**src/rtl/pong_ball_engine.sv**
```systemverilog
// -----------------------------------------------------------------------------
// pong_ball_engine
// Ball/paddle engine for the ping-pong LED game. Owns ball position,
// direction, rally state and both scores, and drives the LED bar directly.
//
// Ports:
//   clk_game  in   game clock, all logic on the rising edge
//   reset     in   synchronous active-high reset
//   tick      in   single-cycle ball-step enable
//   btn_l     in   left player button (debounced, synchronised, level)
//   btn_r     in   right player button (debounced, synchronised, level)
//   led       out  LED bar, bit 0 = right end, bit N_LED-1 = left end
//   score_l   out  left player score
//   score_r   out  right player score
//   ball_dir  out  1 = moving left (pos increasing), 0 = moving right
//   game_over out  high once a player has won
// -----------------------------------------------------------------------------
module pong_ball_engine #(
   parameter int N_LED      = 16,
   parameter int HIT_WIN    = 1,
   parameter int MISS_TICKS = 4,
   parameter int MAX_SCORE  = 7,
   parameter int SCORE_W    = 3
) (
   input  logic               clk_game,
   input  logic               reset,
   input  logic               tick,
   input  logic               btn_l,
   input  logic               btn_r,
   output logic [N_LED-1:0]   led,
   output logic [SCORE_W-1:0] score_l,
   output logic [SCORE_W-1:0] score_r,
   output logic               ball_dir,
   output logic               game_over
);

   localparam int PW = $clog2(N_LED);
   localparam int MW = $clog2(MISS_TICKS + 1);

   localparam logic [PW-1:0]      POS_ZERO   = PW'(0);
   localparam logic [PW-1:0]      POS_ONE    = PW'(1);
   localparam logic [PW-1:0]      POS_MAX    = PW'(N_LED - 1);
   localparam logic [PW-1:0]      HIT_L_MIN  = PW'(N_LED - HIT_WIN);
   localparam logic [PW-1:0]      HIT_R_MAX  = PW'(HIT_WIN - 1);
   localparam logic [MW-1:0]      MISS_ZERO  = MW'(0);
   localparam logic [MW-1:0]      MISS_ONE   = MW'(1);
   localparam logic [MW-1:0]      MISS_LOAD  = MW'(MISS_TICKS);
   localparam logic [SCORE_W-1:0] SCORE_ZERO = SCORE_W'(0);
   localparam logic [SCORE_W-1:0] SCORE_ONE  = SCORE_W'(1);
   localparam logic [SCORE_W-1:0] SCORE_MAX  = SCORE_W'(MAX_SCORE);
   localparam logic [N_LED-1:0]   LED_ONE    = N_LED'(1);
   localparam logic [N_LED-1:0]   LED_ZERO   = N_LED'(0);
   localparam logic [N_LED-1:0]   LED_LEFT   = {1'b1, {(N_LED-1){1'b0}}};

   // Miss pattern: bits 3..N_LED-4 lit, both ends dark.
   function automatic logic [N_LED-1:0] miss_pat_f();
      logic [N_LED-1:0] p;
      for (int i = 0; i < N_LED; i++) begin
         if (i >= 3 && i <= N_LED - 4) begin
            p[i] = 1'b1;
         end else begin
            p[i] = 1'b0;
         end
      end
      return p;
   endfunction

   // Game-over pattern: miss pattern with a gap in the middle.
   function automatic logic [N_LED-1:0] over_pat_f();
      logic [N_LED-1:0] p;
      p = miss_pat_f();
      p[N_LED/2 - 1] = 1'b0;
      p[N_LED/2]     = 1'b0;
      return p;
   endfunction

   localparam logic [N_LED-1:0] MISS_PAT = miss_pat_f();
   localparam logic [N_LED-1:0] OVER_PAT = over_pat_f();

   typedef enum logic [1:0] {
      ST_SERVE = 2'd0,
      ST_RUN   = 2'd1,
      ST_MISS  = 2'd2,
      ST_OVER  = 2'd3
   } state_t;

   state_t               state_r, state_s;
   logic                 server_l_r, server_l_s;   // 1 = left player serves
   logic [PW-1:0]        pos_r, pos_s;
   logic [MW-1:0]        miss_cnt_r, miss_cnt_s;
   logic                 btn_l_q_r, btn_r_q_r;
   logic                 dir_s;
   logic [SCORE_W-1:0]   score_l_s, score_r_s;
   logic [N_LED-1:0]     led_s;
   logic                 game_over_s;
   logic                 press_l_s, press_r_s;
   logic                 hit_l_s, hit_r_s;

   assign press_l_s = btn_l & ~btn_l_q_r;
   assign press_r_s = btn_r & ~btn_r_q_r;

   // Only the receiving player, inside the hit window, can return the ball.
   assign hit_l_s = ball_dir  & press_l_s & (pos_r >= HIT_L_MIN);
   assign hit_r_s = ~ball_dir & press_r_s & (pos_r <= HIT_R_MAX);

   // Next-state logic for rally FSM, position, direction, scores and LEDs.
   always_comb begin
      state_s     = state_r;
      server_l_s  = server_l_r;
      pos_s       = pos_r;
      miss_cnt_s  = miss_cnt_r;
      dir_s       = ball_dir;
      score_l_s   = score_l;
      score_r_s   = score_r;

      case (state_r)
         ST_SERVE: begin
            if (server_l_r && press_l_s) begin
               state_s = ST_RUN;
               dir_s   = 1'b0;
            end else if (!server_l_r && press_r_s) begin
               state_s = ST_RUN;
               dir_s   = 1'b1;
            end else begin
               state_s = ST_SERVE;
            end
         end
         ST_RUN: begin
            if (hit_l_s || hit_r_s) begin
               // A hit beats a coincident tick; the step uses the new direction.
               dir_s = ~ball_dir;
               if (tick) begin
                  pos_s = ball_dir ? (pos_r - POS_ONE) : (pos_r + POS_ONE);
               end else begin
                  pos_s = pos_r;
               end
            end else if (tick) begin
               if (ball_dir && (pos_r == POS_MAX)) begin
                  score_r_s  = score_r + SCORE_ONE;
                  server_l_s = 1'b1;
                  miss_cnt_s = MISS_LOAD;
                  state_s    = ST_MISS;
               end else if (!ball_dir && (pos_r == POS_ZERO)) begin
                  score_l_s  = score_l + SCORE_ONE;
                  server_l_s = 1'b0;
                  miss_cnt_s = MISS_LOAD;
                  state_s    = ST_MISS;
               end else if (ball_dir) begin
                  pos_s = pos_r + POS_ONE;
               end else begin
                  pos_s = pos_r - POS_ONE;
               end
            end else begin
               state_s = ST_RUN;
            end
         end
         ST_MISS: begin
            if (tick) begin
               if (miss_cnt_r == MISS_ONE) begin
                  miss_cnt_s = MISS_ZERO;
                  // The server is the player who lost, so the scorer is the other one.
                  if ((server_l_r ? score_r : score_l) == SCORE_MAX) begin
                     state_s = ST_OVER;
                  end else begin
                     state_s = ST_SERVE;
                     pos_s   = server_l_r ? POS_MAX : POS_ZERO;
                     dir_s   = 1'b0;
                  end
               end else begin
                  miss_cnt_s = miss_cnt_r - MISS_ONE;
               end
            end else begin
               state_s = ST_MISS;
            end
         end
         ST_OVER: begin
            state_s = ST_OVER;
         end
         default: begin
            state_s = ST_SERVE;
         end
      endcase

      case (state_s)
         ST_SERVE, ST_RUN: led_s = LED_ONE << pos_s;
         ST_MISS:          led_s = MISS_PAT;
         ST_OVER:          led_s = OVER_PAT;
         default:          led_s = LED_ZERO;
      endcase

      game_over_s = (state_s == ST_OVER);
   end

   // State and registered outputs; reset overrides every other input.
   always_ff @(posedge clk_game) begin
      if (reset) begin
         state_r    <= ST_SERVE;
         server_l_r <= 1'b1;
         pos_r      <= POS_MAX;
         miss_cnt_r <= MISS_ZERO;
         btn_l_q_r  <= 1'b0;
         btn_r_q_r  <= 1'b0;
         ball_dir   <= 1'b0;
         score_l    <= SCORE_ZERO;
         score_r    <= SCORE_ZERO;
         led        <= LED_LEFT;
         game_over  <= 1'b0;
      end else begin
         state_r    <= state_s;
         server_l_r <= server_l_s;
         pos_r      <= pos_s;
         miss_cnt_r <= miss_cnt_s;
         btn_l_q_r  <= btn_l;
         btn_r_q_r  <= btn_r;
         ball_dir   <= dir_s;
         score_l    <= score_l_s;
         score_r    <= score_r_s;
         led        <= led_s;
         game_over  <= game_over_s;
      end
   end

endmodule

```
**config.mk**
```make
export PLATFORM = sky130hd
export DESIGN_NAME = pong_ball_engine
export DESIGN_NICKNAME = d
export VERILOG_FILES = /design/src/rtl/pong_ball_engine.sv
export SDC_FILE = /design/constraint.sdc
export NUM_CORES = 1
export LEC_CHECK = 0
export BUFFER_PORTS_ARGS = -buffer_cell sky130_fd_sc_hd__buf_2
export CORE_MARGIN = 2
export CORE_UTILIZATION = 45
export DETAILED_ROUTE_END_ITERATION = 7
export HOLD_SLACK_MARGIN = 0.02
export PLACE_DENSITY = 0.65
export REMOVE_ABC_BUFFERS = 1
export SYNTH_ARGS = -nofsm -noshare
export SYNTH_HDL_FRONTEND = slang
export SYNTH_SLANG_ARGS = --single-unit
```
**constraint.sdc**
```tcl
create_clock -name clk_game -period 5.7 [get_ports clk_game]
set_input_delay 0.855 -clock clk_game [delete_from_list [all_inputs] [get_ports clk_game]]
set_output_delay 0.855 -clock clk_game [all_outputs]
set_load 0.005 [all_outputs]
```
==> out/results.ini, run 1 <==
[drt]
route.detailed.drc=0
routed_wl_um=4534
via_count=1749
drtIter0Drc=147
viasPerCell=5.791
first_pass_iters=4
wl_per_cell_um=15.01
ant_nets=0

[placed_design]
portBuffers=28
post-dp-hpwl_um=3322
globalplace.congestion=0.8646

[cts]
cts_root_buffer=clkbuf_8
cts_buffers=5
post_cts_buffers=0
cts_resized=0
path_clk_slew_ns=0.07
cts.path.max_buffers=2
cts-htree-levels=2
cts_hold_buf=0
cts_tree=done
cts_sinks=36
clock_latency_ns=0.29

[yosys]
syn-mean-instance-area_sq_um=9.053
ys_ff_latch=36
yosysUniqueCellTypes=57
synth_ff_type=dfxtp_1
synth-edff-count=0
ys_warn_count=0
async_reset_ff_share_pct=0
seq_area_frac_synth_pct=35.38
synth_area_sq_um=2037
netlist_top_cells_area=dfxtp_1 (35%), ha_1 (7.4%), mux2i_1 (3.9%)
synth_top_area_share_pct=35.38
syn_inst=225
yosysTopAreaCell=dfxtp_1

[sta]
drv_slew=0
hold_viol_final=0
rsz0062_at_grt=no
fin_tns_setup_ns=0
tightestPinTransition_ns=0.6188
final.min_clock_period_ns=2.865
setup_viol=0
maxSlewHeadroom_pct=58.47
fmax_ghz=0.3491
post-route-period-util_pct=50.26
finalClockSkew_ns=0.007232

[critical_path]
slowest_delay_ns=0.53
crit_fanout=9
cp-start-kind=register
path_delay_family=simple AND/OR/NAND/NOR gates
cp.required_ns=5.93
cpMaxStageDelayCell=or4_4
crit_chain=inv_1 > ha_1 > and2_1 > and4_1 > a311o_1 > a211o_1 > or4_4 > o2bb2ai_2
path_class=register to register
crit_path_end_kind=register
cp.arrival_ns=3.09
path_buf_inv=1

[floorplan]
core_sq_um=4354
io_pins=29
die_h_um=71.28
fp.dieW_um=71.28
die_area_sq_um=5081
num_rows=24
start_util_pct=46.78

[global_route]
grt_pass1_wl_um=7783
groute.usage.overall_pct=19.63
grt_pass1_vias=1621
grt_overflow_total=0
grt_max_degree=20
antenna_found_initial=0

[finish]
layout.nets=266
drive_above_1_share_pct=21.20
n_antenna_cell=0
fillers=387
fin_util_pct=52.64
syn_to_final_growth_pct=12.53

[pwr]
power-per-cell-area_nw_per_um2=274.9
total_leakage_power_nw=0.9776
finalPower_mw=0.6302
ir_drop_mv=0.1618

[worst_hold_path]
hold_path.class=register to register

[run]
cap_viol_max_count=0

[status]
status=completed

-- final timing paths --
kind	start	endpoint	slack [ns]	depth (start not counted)
worst max-delay path	state_r[1]$_SDFF_PP0_	led[8]$_SDFF_PP0_	2.84	8
worst min-delay path	miss_cnt_r[1]$_SDFFE_PP0P_	miss_cnt_r[1]$_SDFFE_PP0P_	0.51	2
worst max register to register	state_r[1]$_SDFF_PP0_	led[8]$_SDFF_PP0_	2.84	8
worst min register to register	miss_cnt_r[1]$_SDFFE_PP0P_	miss_cnt_r[1]$_SDFFE_PP0P_	0.51	2
-- power breakdown --
| group | leakage, nW | internal (mW) | switching, mW |
|---|---|---|---|
| sequential | 0.293 | 0.264 | 0.0166 |
| combinational | 0.631 | 0.0496 | 0.0712 |
| clock | 0.0541 | 0.129 | 0.0992 |
| total | 0.978 | 0.443 | 0.187 |
-- synth_stat cells, types with 2 or more instances --
cell / instances
a2111oi_2: 2
a211o_1: 3
a211oi_1: 3
a21oi_1: 7
a221o_1: 2
a311oi_1: 2
a41oi_1: 2
and2_1: 2
and3_1: 2
and4_1: 2
buf_6: 2
clkbuf_1: 7
dfxtp_1: 36
ha_1: 12
inv_1: 14
mux2i_1: 8
nand2_1: 11
nand2b_1: 3
nand3_1: 6
nand4_1: 4
nor2_1: 21
nor2b_1: 7
nor3_1: 9
nor3b_1: 2
o21ai_0: 14
o31ai_2: 2
or3_1: 3
or3_4: 3
or4_4: 2
xnor2_1: 2
xor2_1: 4
-- layout make-up --
cell class / instances / area (sq um) / area share (%)
repair buffers: 28 / 140.1 / 6.114
clock inverters: 3 / 42.54 / 1.856
inverters: 14 / 52.55 / 2.293
flip-flops and latches: 36 / 720.7 / 31.44
clock buffers: 5 / 68.82 / 3.002
well taps: 52 / 65.06 / 2.838
multi-input cells: 164 / 1202 / 52.46
-- cells by family after synthesis --
kind of cell	Yosys count	synth area share, %
compound gates	55	21.62
xor+xnor	6	2.580
fa+ha+maj	12	7.371
buf+inv	25	5.590
flops	36	35.38
mux	8	3.931
simple gates	83	23.53
-- stage by stage --
step,cells,cell area [sq um],setup WS (ns),hold slack [ns]
after floorplan,214,1976,3.183,0.4604
after global placement,294,2181,2.884,0.4777
after detailed placement,294,2181,2.856,0.4922
after CTS,302,2292,2.864,0.5125
after global routing,302,2292,2.673,0.5658
final,302,2292,2.835,0.5066
-- per-layer routing --
metal | track usage, % | wire, um
met5 | 0 | 0
met4 | 6.918 | 81
met3 | 4.501 | 316
met2 | 29.94 | 2065
met1 | 27.37 | 2071
-- sequential cells by signal, indices dropped and copies added, names as in the netlist, 2 cells and up --
signal	cells
led	16
pos_r	4
score_l	3
miss_cnt_r	3
state_r	2
score_r	3
-- cells in the final DEF (no fill, tap or decap), drive strengths merged, types with 3 or more instances in the layout --
master,instances
buf,28
nand4,4
clkbuf,5
xor2,4
ha,12
a211oi,3
or4,3
or3,6
mux2i,8
inv,14
nand3,6
a211o,3
dfxtp,36
nor2b,7
a21oi,8
nor3,9
nand2b,3
nand2,11
o21ai,16
nor2,21
-- worst register-to-register path: stages (launching register included) --
cell	delay (ns)
dfxtp_1	0.45
inv_1	0.14
ha_1	0.44
and2_1	0.24
and4_1	0.22
a311o_1	0.34
a211o_1	0.32
or4_4	0.53
o2bb2ai_2	0.12
Power figures use the tool's default switching activity.
==> inputs of run 2 (changes only) <==
--- a/config.mk
+++ b/config.mk
@@ -10,7 +10,7 @@
 export CORE_UTILIZATION = 45
 export DETAILED_ROUTE_END_ITERATION = 7
 export HOLD_SLACK_MARGIN = 0.02
-export PLACE_DENSITY = 0.65
+export PLACE_DENSITY = 0.68
 export REMOVE_ABC_BUFFERS = 1
 export SYNTH_ARGS = -nofsm -noshare
 export SYNTH_HDL_FRONTEND = slang
==> constraint.sdc (replaced) <==
create_clock -name clk_game -period 2.4 [get_ports clk_game]
set_input_delay 0.36 -clock clk_game [delete_from_list [all_inputs] [get_ports clk_game]]
set_output_delay 0.36 -clock clk_game [all_outputs]
set_load 0.005 [all_outputs]
==> run 2 against run 1 <==
The flow now finishes with violations (negative setup slack); worst setup slack got worse by 2.9 ns; critical endpoint is now led[9]$_SDFF_PP0_; sequential share of layout area fell by 5.9 points; count of clock-buffer cells in the layout did not move; non-clock buffer count rose by 59; largest power group unchanged; highest routed layer unchanged; first-iteration DRC count fell by 61%; critical path type unchanged; via count rose by 13%.
==> out/results.ini, run 2 (synthesized netlist as in run 1, its figures left out) <==
[status]
status=finished with violations
failed_checks=negative setup slack

[global_route]
grt_pass1_vias=1888  ; +16%
grt_max_degree=20  ; unchanged
antenna_found_initial=0  ; unchanged
grt_pass1_wl_um=8445  ; +8.5%
grt_overflow_total=0  ; unchanged
groute.usage.overall_pct=20.70  ; +1.1 points

[finish]
layout.nets=325  ; +22%
n_antenna_cell=0  ; unchanged
finalNonFillerCells=361  ; +20%
fillers=347  ; -10%
largest_reg_flops=16  ; unchanged
regMostFlops=led
fin_util_pct=65.55  ; +13 points
syn_to_final_growth_pct=40.11
reg.largest.list=led x16, pos_r x4
multi_input_area_sq_um=1328  ; +10%
final_common_cell=buf_4
drive_above_1_share_pct=43.37  ; +22 points
final_cell_mix=buf_4 (58), dfxtp_1 (33), buf_2 (28), nor2_1 (21), inv_1 (12)
final-seq-area_sq_um=729.5  ; +1.2%

[critical_path]
r2r_end=led[9]$_SDFF_PP0_
crit_chain=buf_4 > or4_4 > o21ai_2 > nor3_1 > or3_4 > or3_4 > o31ai_2
worst-r2r-setup-slack_ns=-0.04  ; -2.87 ns
cp.arrival_ns=2.64  ; -0.45 ns
path_class=register to register
r2r-start=ball_dir$_SDFFE_PP0P_
cpMostUsedCell=or3_4
worstRegToRegCells=7  ; -1
cp-start-kind=register
cpMaxStageDelayCell=or4_4
crit_path_end_kind=register
slowest_delay_ns=0.54  ; about the same
crit_fanout=6  ; -3
cp.required_ns=2.61  ; -3.32 ns

[cts]
cts_tree=done
cts.path.max_buffers=2  ; unchanged
path_clk_slew_ns=0.08  ; about the same
cts-htree-levels=2  ; unchanged
cts_hold_buf=0  ; unchanged
clock_latency_ns=0.29  ; about the same
cts_sinks=36  ; unchanged
cts_buffers=5  ; unchanged
cts_root_buffer=clkbuf_8

[drt]
first_pass_iters=4  ; unchanged
drtIter0Drc=57  ; -61%
met2_length_um=2510  ; +22%
via_count=1981  ; +13%
routed_wl_um=5177  ; +14%
viasPerCell=5.488  ; -5.2%
dr_wl_met3_um=187  ; -41%
route.detailed.drc=0  ; unchanged
wl_per_cell_um=14.34  ; -4.5%
wl_met1_um=2363  ; +14%
top_layer_used=met4
ant_nets=0  ; unchanged

[worst_hold_path]
hold_end=btn_l_q_r$_SDFF_PP0_
min_from=btn_l
hold_path.class=input pin to register
min_path_cells=2  ; unchanged

[pwr]
combPwrFrac_pct=29.8  ; +11 points
switching_power_mw=0.4759  ; +150%
swShare_pct=30.92  ; +1.2 points
power-per-cell-area_nw_per_um2=539.4  ; +96%
seq_power_share_pct=42.3  ; -2.2 points
ir_drop_mv=0.3118  ; +93%
total_leakage_power_nw=1.280  ; +31%
p_int_mw=1.063  ; +140%
p_clk_share_pct=27.9  ; -8.4 points
finalPower_mw=1.539  ; +140%

[sta]
whs_ns=0.2928  ; -0.2138 ns
hold_viol_final=0  ; unchanged
tightestPinTransition_ns=0.4703  ; -0.1485 ns
setup_slack_ns=-0.03889  ; -2.874 ns
maxSlewHeadroom_pct=68.58  ; +10 points
fmax_ghz=0.4100  ; +17%
drv_slew=0  ; unchanged
final.min_clock_period_ns=2.439  ; -0.4260 ns
rsz0062_at_grt=yes
post-route-period-util_pct=101.6  ; +51 points
finalClockSkew_ns=0.004913  ; -0.002318 ns
setup_viol=5  ; +5

[floorplan]
io_pins=29  ; unchanged
die_h_um=71.28  ; unchanged
die_area_sq_um=5081  ; unchanged
core_sq_um=4354  ; unchanged
start_util_pct=46.78  ; unchanged
fp.dieW_um=71.28  ; unchanged
num_rows=24  ; unchanged

[run]
cap_viol_max_count=0  ; unchanged

[placed_design]
dp_cells=347  ; +18%
globalplace.congestion=0.9468  ; +9.5%
portBuffers=28  ; unchanged
place_ws_ns=-0.09962  ; -2.956 ns
post-dp-hpwl_um=3841  ; +16%

[run 2: power groups by stage]
stage / Clock (mW) / Sequential (mW) / Combinational (mW)
global placement: 0 / 0.662 / 0.396
finish: 0.430 / 0.651 / 0.458
CTS: 0.443 / 0.652 / 0.426
floorplan: 0 / 0.674 / 0.204
detailed placement: 0 / 0.664 / 0.396
global route: 0.464 / 0.655 / 0.495
[run 2: worst max-delay path, delay by kind of cell (launching register included)]
kind / cells / cell delay [ns]
AO/OA/AOI/OAI: 2 / 0.41
flip-flops: 1 / 0.37
buffers and inverters: 1 / 0.14
AND/OR/NAND/NOR: 4 / 1.44
[run 2: timing repair]
action	in CTS	in global routing
pin swaps	8	13
buffers inserted	3	3
endpoints found under the setup margin	18	17
resized for setup	22	15
[run 2: metal layers]
layer  GRT usage [%]  vias to the layer above
li1                -                      988
met1           25.95                      941
met2           35.19                       39
met3           4.079                       13
met4           7.757                        0
met5               0                        -
[run 2: how the worst max path moves through the flow]
stage	from	end	slack, ns	depth (start not counted)
floorplan	state_r[1]$_SDFF_PP0_	led[8]$_SDFF_PP0_	-0.12	8
global placement	pos_r[0]$_SDFF_PP1_	led[0]$_SDFF_PP0_	-0.06	8
detailed placement	pos_r[1]$_SDFF_PP1_	led[8]$_SDFF_PP0_	-0.1	9
CTS	pos_r[1]$_SDFF_PP1_	led[8]$_SDFF_PP0_	-0.02	9
global route	pos_r[1]$_SDFF_PP1_	led[8]$_SDFF_PP0_	-0.09	9
finish	ball_dir$_SDFFE_PP0P_	led[9]$_SDFF_PP0_	-0.04	7
[run 2: layout make-up]
| class | instances | share of cell area (%) |
|---|---|---|
| timing repair buffer | 87 | 20.56 |
| sequential | 36 | 25.56 |
| inverter | 14 | 2.017 |
| multi-input combinational | 164 | 46.51 |
| clock inverter | 3 | 0.6576 |
| tap | 52 | 2.280 |
| clock buffer | 5 | 2.411 |
[run 2: metrics by stage]
step	instance area [sq um]	setup TNS, ns
3_5_place_dp	2579	-1.006
5_1_grt	2854	-0.5611
6_report	2854	-0.1259
4_1_cts	2775	-0.01721
2_1_floorplan	1976	-0.3233
3_3_place_gp	2579	-0.2231
==> inputs of run 3 (changes only) <==
--- a/config.mk
+++ b/config.mk
@@ -10,7 +10,7 @@
 export CORE_UTILIZATION = 45
 export DETAILED_ROUTE_END_ITERATION = 7
 export HOLD_SLACK_MARGIN = 0.02
-export PLACE_DENSITY = 0.68
+export PLACE_DENSITY_LB_ADDON = 0.15
 export REMOVE_ABC_BUFFERS = 1
 export SYNTH_ARGS = -nofsm -noshare
 export SYNTH_HDL_FRONTEND = slang
==> run 3 against run 2 <==
The flow now finishes without violations; sequential power increased by 1%; clock power grew 4%; global-route usage increased by 0.14 points; worst setup slack better by 0.055 ns; hold slack improved by 0.0085 ns; total power down 1.1%; flip-flop and latch count did not move; utilization fell by 3.4 points; critical path depth unchanged; count of clock-buffer cells in the layout rose by 1; cell count is 5.3% lower.
==> out/results.ini, run 3 (synthesized netlist as in run 1, its figures left out) <==
[global_route]
grt_overflow_total=0  ; unchanged
grt_pass1_vias=1789  ; -5.2%
grt_max_degree=20  ; unchanged
groute.usage.overall_pct=20.84  ; +0.14 points
antenna_found_initial=0  ; unchanged
grt_pass1_wl_um=8369  ; -0.90%

[placed_design]
dp_cells=332  ; -4.3%
place_ws_ns=-0.07667  ; +0.02295 ns
portBuffers=28  ; unchanged
globalplace.congestion=0.9322  ; -1.5%
postPlaceCellArea_sq_um=2466  ; -4.4%
post-dp-hpwl_um=3878  ; +0.98%

[finish]
drive_above_1_share_pct=41.03  ; -2.3 points
regMostFlops=led
final_common_cell=buf_4
fin_util_pct=62.10  ; -3.4 points
syn_to_final_growth_pct=32.74
layout.nets=306  ; -5.8%
reg.largest.list=led x16, pos_r x4
n_antenna_cell=0  ; unchanged
largest_reg_flops=16  ; unchanged
final_cell_mix=buf_4 (40), dfxtp_1 (31), buf_2 (28), nor2_1 (19)
finalNonFillerCells=342  ; -5.3%
final_area_sq_um=2704  ; -5.3%

[drt]
routed_wl_um=5158  ; -0.37%
ant_nets=0  ; unchanged
first_pass_iters=4  ; unchanged
via_count=1930  ; -2.6%
drtIter0Drc=88  ; +54%
wl_per_cell_um=15.08  ; +5.2%
route.detailed.drc=0  ; unchanged
viasPerCell=5.643  ; +2.8%

[critical_path]
crit_path_end_kind=register
cp.arrival_ns=2.59  ; -0.05 ns
worstRegToRegCells=7  ; unchanged
crit_chain=buf_4 > or4_4 > o21ai_2 > nor3_2 > or3_4 > or3_4 > o31ai_2
worst-path-stages=7  ; unchanged
crit_fanout=5  ; -1
cpMaxStageDelayCell=or4_4
slowest_delay_ns=0.51  ; -0.03 ns
path_delay_family=simple AND/OR/NAND/NOR gates
r2r_end=led[9]$_SDFF_PP0_
r2r-start=pos_r[1]$_SDFF_PP1_
cpMostUsedCell=or3_4
crit_end=led[9]$_SDFF_PP0_
path_buf_inv=1  ; unchanged
path_class=register to register
startpoint=pos_r[1]$_SDFF_PP1_
cp.required_ns=2.61  ; about the same
worst-r2r-setup-slack_ns=0.02  ; +0.05 ns
cp-start-kind=register

[pwr]
finalPower_mw=1.523  ; -1.1%
total_leakage_power_nw=1.173  ; -8.3%
ir_drop_mv=0.3274  ; +5.0%
power-per-cell-area_nw_per_um2=563.1  ; +4.4%

[sta]
whs_ns=0.3013  ; +0.008508 ns
tightestPinTransition_ns=0.4181  ; -0.05224 ns
fmax_ghz=0.4195  ; +2.3%
setup_slack_ns=0.01600  ; +0.05489 ns
drv_slew=0  ; unchanged
hold_viol_final=0  ; unchanged
rsz0062_at_grt=yes
final.min_clock_period_ns=2.384  ; -0.05489 ns
post-route-period-util_pct=99.33  ; -2.3 points
finalClockSkew_ns=0.005264  ; +0.0003504 ns
setup_viol=0  ; -5
fin_tns_setup_ns=0  ; +0.1259 ns
maxSlewHeadroom_pct=72.07  ; +3.5 points

[floorplan]
io_pins=29  ; unchanged
num_rows=24  ; unchanged
core_sq_um=4354  ; unchanged
die_area_sq_um=5081  ; unchanged
start_util_pct=46.78  ; unchanged
fp.dieW_um=71.28  ; unchanged
die_h_um=71.28  ; unchanged

[worst_hold_path]
hold_path.class=input pin to register

[run]
cap_viol_max_count=0  ; unchanged

[cts]
cts_root_buffer=clkbuf_8
cts_tree=done
cts.path.max_buffers=2  ; unchanged
cts_sinks=36  ; unchanged
path_clk_slew_ns=0.07  ; about the same
cts_hold_buf=0  ; unchanged
clock_latency_ns=0.29  ; about the same
cts_buffers=5  ; unchanged
cts-htree-levels=2  ; unchanged

[status]
status=completed

-- run 3: cell count changes in the layout (fill, tap and decap cells not counted), sizes merged --
cell | previous run | this run
buf | 87 | 68
clkbuf | 5 | 6
clkinv | 3 | 2
-- run 3: worst min path at each step --
stage	from	to	slack, ns	cells past startpoint
final	btn_l	btn_l_q_r$_SDFF_PP0_	0.30	2
after global routing	btn_l	btn_l_q_r$_SDFF_PP0_	0.29	2
after CTS	btn_l	btn_l_q_r$_SDFF_PP0_	0.29	2
after detailed placement	miss_cnt_r[1]$_SDFFE_PP0P_	miss_cnt_r[1]$_SDFFE_PP0P_	0.49	2
after global placement	miss_cnt_r[1]$_SDFFE_PP0P_	miss_cnt_r[1]$_SDFFE_PP0P_	0.48	2
after floorplan	reset	miss_cnt_r[2]$_SDFFE_PP0P_	0.43	1
-- run 3: worst reg2reg max path, delay by kind of cell (launching register included) --
family / cells / cell delay (ns)
compound gates: 2 / 0.43
flops: 1 / 0.34
simple gates: 4 / 1.38
buf+inv: 1 / 0.15
-- run 3: layout make-up --
cell class / instances / area (sq um)
timing repair buffer: 68 / 440.4
sequential: 36 / 726.9
clock buffer: 6 / 82.58
tap: 52 / 65.06
inverter: 14 / 52.55
fill: 379 / 1650
multi-input combinational: 164 / 1326
clock inverter: 2 / 10.01
-- run 3: timing repair --
| item | in CTS | in global routing |
|---|---|---|
| setup buffers | 1 | 1 |
| gates resized for setup | 20 | 16 |
| setup endpoints to repair | 16 | 19 |
| pin swaps | 8 | 7 |
-- run 3: where the power goes --
group          internal, mW  leakage (nW)  switching [mW]  total [mW]
sequential            0.629         0.293          0.0293       0.658
clock                 0.229        0.0510           0.220       0.449
combinational         0.196         0.829           0.219       0.415
-- run 3: routing by layer --
layer / GRT usage (%) / wire [um] / share of wire [%]
met5: 0 / 0 / 0
met4: 6.080 / 100 / 1.9
met3: 4.923 / 267 / 5.2
met2: 34.36 / 2494 / 48
met1: 27.25 / 2296 / 45
